`src/rtl/ifid_hazard.sv`:
```
// IF/ID pipeline register with load-use hazard detection, flush control and
// saturating stall/flush event counters.
module ifid_hazard (
  input  logic        clk,
  input  logic        reset,
  input  logic [31:0] pc_plus4,
  input  logic [31:0] instr,
  input  logic        imem_ready,
  input  logic        jump,
  input  logic        branch_taken,
  input  logic        idex_memread,
  input  logic [4:0]  idex_rt,
  output logic [31:0] ifid_pc,
  output logic [31:0] ifid_instr,
  output logic        ifid_valid,
  output logic [4:0]  rs,
  output logic [4:0]  rt,
  output logic [4:0]  rd,
  output logic        pc_write,
  output logic        idex_flush,
  output logic [15:0] stall_count,
  output logic [15:0] flush_count
);

  typedef enum logic [0:0] {
    RUN  = 1'b0,
    HOLD = 1'b1
  } state_t;

  state_t      state_r;
  state_t      state_nxt_s;
  logic [31:0] ifid_pc_r;
  logic [31:0] ifid_instr_r;
  logic        ifid_valid_r;
  logic [15:0] stall_count_r;
  logic [15:0] flush_count_r;

  logic        hazard_s;
  logic        do_flush_s;
  logic        do_stall_s;
  logic        pc_write_s;
  logic        idex_flush_s;

  assign ifid_pc     = ifid_pc_r;
  assign ifid_instr  = ifid_instr_r;
  assign ifid_valid  = ifid_valid_r;
  assign stall_count = stall_count_r;
  assign flush_count = flush_count_r;

  assign rs = ifid_instr_r[25:21];
  assign rt = ifid_instr_r[20:16];
  assign rd = ifid_instr_r[15:11];

  // The rt comparison is deliberately conservative: it applies even to opcodes that never read rt.
  assign hazard_s = (state_r == RUN) && ifid_valid_r && idex_memread &&
                    (idex_rt != 5'd0) && ((idex_rt == rs) || (idex_rt == rt));

  // Next-state and per-cycle action selection, strict priority branch > jump > hazard > load.
  always_comb begin
    state_nxt_s  = RUN;
    do_flush_s   = 1'b0;
    do_stall_s   = 1'b0;
    pc_write_s   = imem_ready;
    idex_flush_s = 1'b0;
    case (state_r)
      RUN, HOLD: begin
        if (branch_taken) begin
          do_flush_s   = 1'b1;
          pc_write_s   = 1'b1;
          idex_flush_s = 1'b1;
        end else if (jump) begin
          do_flush_s   = 1'b1;
          pc_write_s   = 1'b1;
        end else if (hazard_s) begin
          do_stall_s   = 1'b1;
          pc_write_s   = 1'b0;
          idex_flush_s = 1'b1;
          state_nxt_s  = HOLD;
        end else if (state_r == HOLD) begin
          pc_write_s   = 1'b1;
        end else begin
          pc_write_s   = imem_ready;
        end
      end
      default: begin
        state_nxt_s  = RUN;
        pc_write_s   = 1'b1;
        idex_flush_s = 1'b0;
      end
    endcase
  end

  // Reset overrides the fetch/flush controls immediately, without waiting for a clock.
  always_comb begin
    pc_write   = 1'b1;
    idex_flush = 1'b0;
    if (reset) begin
      pc_write   = 1'b1;
      idex_flush = 1'b0;
    end else begin
      pc_write   = pc_write_s;
      idex_flush = idex_flush_s;
    end
  end

  // FSM state and IF/ID pipeline register.
  always_ff @(posedge clk or posedge reset) begin
    if (reset) begin
      state_r      <= RUN;
      ifid_pc_r    <= 32'd0;
      ifid_instr_r <= 32'd0;
      ifid_valid_r <= 1'b0;
    end else begin
      state_r <= state_nxt_s;
      if (do_flush_s) begin
        ifid_pc_r    <= 32'd0;
        ifid_instr_r <= 32'd0;
        ifid_valid_r <= 1'b0;
      end else if (do_stall_s) begin
        ifid_pc_r    <= ifid_pc_r;
        ifid_instr_r <= ifid_instr_r;
        ifid_valid_r <= ifid_valid_r;
      end else if (imem_ready) begin
        ifid_pc_r    <= pc_plus4;
        ifid_instr_r <= instr;
        ifid_valid_r <= 1'b1;
      end else begin
        ifid_instr_r <= 32'd0;
        ifid_valid_r <= 1'b0;
      end
    end
  end

  // Saturating event counters.
  always_ff @(posedge clk or posedge reset) begin
    if (reset) begin
      stall_count_r <= 16'd0;
      flush_count_r <= 16'd0;
    end else begin
      if (do_stall_s && (stall_count_r != 16'hFFFF)) begin
        stall_count_r <= stall_count_r + 16'd1;
      end else begin
        stall_count_r <= stall_count_r;
      end
      if (do_flush_s && (flush_count_r != 16'hFFFF)) begin
        flush_count_r <= flush_count_r + 16'd1;
      end else begin
        flush_count_r <= flush_count_r;
      end
    end
  end

endmodule

```
`config.mk`:
```
export PLATFORM = sky130hd
export DESIGN_NAME = ifid_hazard
export DESIGN_NICKNAME = d
export VERILOG_FILES = /design/src/rtl/ifid_hazard.sv
export SDC_FILE = /design/constraint.sdc
export NUM_CORES = 1
export LEC_CHECK = 0
export ABC_AREA = 1
export ABC_CLOCK_PERIOD_IN_PS = 8750
export CORE_ASPECT_RATIO = 0.5
export CORE_MARGIN = 2
export CORE_UTILIZATION = 47
export DETAILED_ROUTE_END_ITERATION = 6
export PLACE_DENSITY = 0.86
export SYNTH_ARGS = -nofsm -noshare
export SYNTH_HDL_FRONTEND = slang
export SYNTH_SLANG_ARGS = --single-unit
```
`constraint.sdc`:
```
create_clock -name clk -period 8.75 [get_ports clk]
set_input_delay 1.75 -clock clk [delete_from_list [all_inputs] [get_ports clk]]
set_output_delay 1.75 -clock clk [all_outputs]
set_load 0.005 [all_outputs]
```
# Word-level counts from Yosys, hierarchy flattened
# Cells that the tools add are included.
# totals
reg_bits	98
output_inout_bits	114
inputBits	75
wordCells	45
# classes
n_bitwise	1
n_eq_ne	5
addsub	2
muxes	21
reduce_logical	10
# ops
operator	n
32-bit two-way mux	6
16-bit by 1-bit adder with 16-bit output, second input constant	2
16-bit != test, second input constant	2
1-bit two-way mux	15
5-bit equality test	2
1-bit logical AND	6
5-bit nonzero test	1
2-bit != test, second input constant	1
2-bit AND reduction	1
2-bit nonzero test	1
1-bit logical OR	1
1-bit inverter	1

# Longest topological paths before layout
# logic_depth
ltp_word	10
ltp_mapped	13

# Least setup slack after synthesis
# OpenSTA, ideal clock, no wires.
# synth_timing
kind	input-to-output
startpoint	in reset
endpoint	out pc_write
path_buffers	0
arrival_time_ps	4046
setup_slack_ps	2954
stages	2
path_cell_list	inv_1 > nand3_1
# synth_via
elab_chain_len	1
# synth_lines
item	line_no	text
start, declared	5	input logic reset,
1-bit two-way mux	97	if (reset) begin
end, declared	19	output logic pc_write,
# Every way passes these cells.

# Worst setup path after layout
# layout_timing
startpoint	in idex_rt[0]
endpoint	out pc_write
# layout_via
elab_chain_len	7
elab_cells_between_ends	10
classes_between	eq/ne: 2; mux: 4; reduce/logical: 4
# layout_lines
item	line_no	text
start, declared	12	input logic [4:0] idex_rt,
5-bit equality test / 5-bit nonzero test (equally long branches)	56	(idex_rt != 5'd0) && ((idex_rt == rs) || (idex_rt == rt));
1-bit logical OR / 1-bit logical AND (equally long branches)	56, 55	
1-bit logical AND (*)	56	
1-bit two-way mux (*)	74	end else if (hazard_s) begin
1-bit two-way mux (*)	71	end else if (jump) begin
1-bit two-way mux (*)	67	if (branch_taken) begin
1-bit two-way mux (*)	97	
# Every way passes the cells marked *; elsewhere a longest branch is shown, timed or not.

==> impl_results.md <==
- # H-tree levels: 3
- Yosys reg bits: 98
- Crit path launch type: input pin
- Uppermost layer routed: met4
- Critical path class: in -> out
- Pwr dens: 160 nW/um2
- GPL Wtd Cong: 0.908
- Worst setup slack after layout: 2.76 ns
- Final net count: 836
- Met2 wire len: 7350 um
- Die H: 75.2 um
- Critical Path AT: 4.24 ns
- Max Slew Vio Count: 0
- Mapped cell area: 4770 um2
- RSZ-0062 raised after global routing: false
- Overflow after GRT: 0
- Worst-margin pin slew: 0.822 ns
- DRC viols: 0
- CTS buffer count: 9
- Final Hold Viols: 0
- Routed via count: 4394
- # Max-Cap Violations: 0
- Hold-fix buffers, CTS: 0
- Pleak: 3.39 nW
- Fraction of layout cells with a size suffix above 1: 5.63%
- Synth unique cells: 30
- Row count: 25
- Sequential fraction of the synthesis area: 51.4%
- Relative slew margins: 45.1%
- Routed WL per cell: 14.6 um
- Synth warn: 0
- Syn Area/Cell: 8.14 um2
- Area of the multi-input gates: 1890 um2
- Synth Instances: 586
- Starting Density: 49.3%
- Element type at the critical path end: output pin
- Status: finished, final reports clean
- Post-CTS setup buffer count: 0
- Vias in the first global route: 4191
- HP Class: reg -> reg
- Clk_skew: 0.00816 ns
- Clock slew at reported path FFs: 0.07 ns
- Pre-antenna DRT Iters: 4
- Period minus WS final: 5.99 ns
- Clk_lat worst skew: 0.34 ns
- Initial antenna violation count: 0
- CP required: 7.00 ns
- Fillers: 717
- Worst VDD drop: 0.119 mV
- Root Driver: clkbuf_16
- Reg area: 2450 um2
- Clock sinks: 98
- Starting DRC count in detailed routing: 280
- TritonCTS clock tree: built
- Clock buffer depth: 2
- Vias/cell: 4.89
- Setup violators final: 0
- Fin crit share: 68.4%
- First-pass GRT wire length: 20500 um
- Final WL: 13100 um
- Critical-path maximum fanout: 33
- IO Pins: 189
- CORE AREA: 9670 um2
- Post-Syn Nets: 663
- Met3 wire length: 421 um
- GRT Total Usage: 23.6%
- Pin count of the biggest net entering global routing: 66
- P&R area growth vs syn: 45.3%
- PortBufs: 188
- # diodes: 0
- Die X: 146 um
- Post-DP HPWL: 9640 um
- Met1 Routed Length: 5210 um
- Die area: 11000 um2
- Post-route antenna net violation count: 0
- F_max: 167 MHz
- Setup TNS: 0 ns
- PostCTS Resize Cnt: 0
- Worst slack at placement: 2.78 ns
==> cell usage after synthesis <==
library cell	instances	share of area (%)
nand4_1	8	1.0
nand4_2	1	0.26
nand3b_1	1	0.16
nor4_1	1	0.13
nand2_2	10	1.3
buf_8	1	0.31
o21ai_0	6	0.63
nand2_1	254	20
nand3_2	1	0.21
inv_4	1	0.13
o22ai_1	6	0.79
xor2_1	13	2.4
nor2_1	31	2.4
a21oi_4	1	0.34
nand3_1	28	2.9
dfrtp_1	98	51
a21oi_1	1	0.10
inv_1	52	4.1
buf_6	2	0.47
nand2_4	2	0.47
o21bai_1	14	2.2
xnor2_1	8	1.5
buf_4	20	3.1
nor3b_1	1	0.16
inv_2	5	0.39
nor3_1	10	1.0
nand3_4	2	0.73
buf_2	4	0.42
ha_1	2	0.52
nor2_2	2	0.26
==> layout make-up <==
cell class | instances | share of cell area (%)
Inverter | 58 | 3.21
Clock inverter | 7 | 1.21
Sequential cell | 98 | 35.4
Multi-Input combinational cell | 403 | 27.3
Timing Repair Buffer | 189 | 27.3
Tap cell | 135 | 2.44
Clock buffer | 9 | 3.25
==> registers in the layout, indices dropped and copies added (netlist names) <==
register	flops
state_r	1
ifid_instr	32
ifid_valid	1
ifid_pc	32
stall_count	16
flush_count	16
==> cells by family after synthesis <==
family,share of synthesized area [%]
AO/OA/AOI/OAI,4.07
XOR/XNOR,3.86
adder cells (fa/ha/maj),0.525
buffers and inverters,8.97
flip-flops,51.4
AND/OR/NAND/NOR,31.2
==> worst max-delay path, stage by stage <==
cell,delay (ns)
clkdlybuf4s50_1,0.57
nand2_1,0.09
inv_1,0.06
nor2_1,0.04
nor2_1,0.08
nand3_1,0.12
nand2_4,0.14
nand2_4,0.08
a21oi_4,0.66
nand3_1,0.14
clkdlybuf4s50_1,0.50
==> path summary, 6_finish.rpt <==
check / startpoint / cells after the start / end / slack (ns)
worst max register to register: flush_count[0] / 9 / flush_count[10] / 6.65
worst min-delay path: ifid_pc[2] / 2 / ifid_pc[2] / 0.47
min in group asynchronous: reset / 2 / ifid_instr[23] / 1.80
worst min register to register: ifid_pc[2] / 2 / ifid_pc[2] / 0.47
worst max-delay path: idex_rt[0] / 11 / pc_write / 2.76
max in group asynchronous: reset / 3 / ifid_instr[17] / 5.77
==> through the flow <==
stage	power (mW)	std cells	utilization, %	cell area, um2	hold WS (ns)
final	1.11	899	71.7	6930	0.472
after global routing	1.16	899	71.7	6930	0.493
after CTS	1.12	899	71.7	6930	0.475
after detailed placement	0.708	883	68.5	6620	0.458
after global placement	0.702	883	68.5	6620	0.454
after floorplan	0.593	586	-	4770	0.465
==> routing by layer <==
| metal | GRT usage, % | up-vias |
|---|---|---|
| met4 | 5.50 | 0 |
| li1 | - | 2146 |
| met2 | 46.0 | 102 |
| met5 | 0 | - |
| met3 | 4.00 | 17 |
| met1 | 28.3 | 2129 |
==> power breakdown <==
part           switching (mW)  leakage (nW)  total [mW]  internal [mW]
Clock                   0.184         0.149       0.411          0.227
Combinational          0.0799          1.97       0.185          0.105
Sequential             0.0345          1.27       0.515          0.480
Total                   0.298          3.39        1.11          0.813
==> placed cells by master (no fill, tap or decap), types with 8 or more instances in the layout <==
cell type,Yosys,final
nand2_1,254,254
clkdlybuf4s50_1,0,188
dfrtp_1,98,98
inv_1,52,51
nor2_1,31,31
nand3_1,28,28
o21bai_1,14,14
xor2_1,13,13
nor3_1,10,10
nand2_2,10,10
clkbuf_16,0,9
xnor2_1,8,8
nand4_1,8,8
No activity file was read; power rests on OpenSTA's default activity.
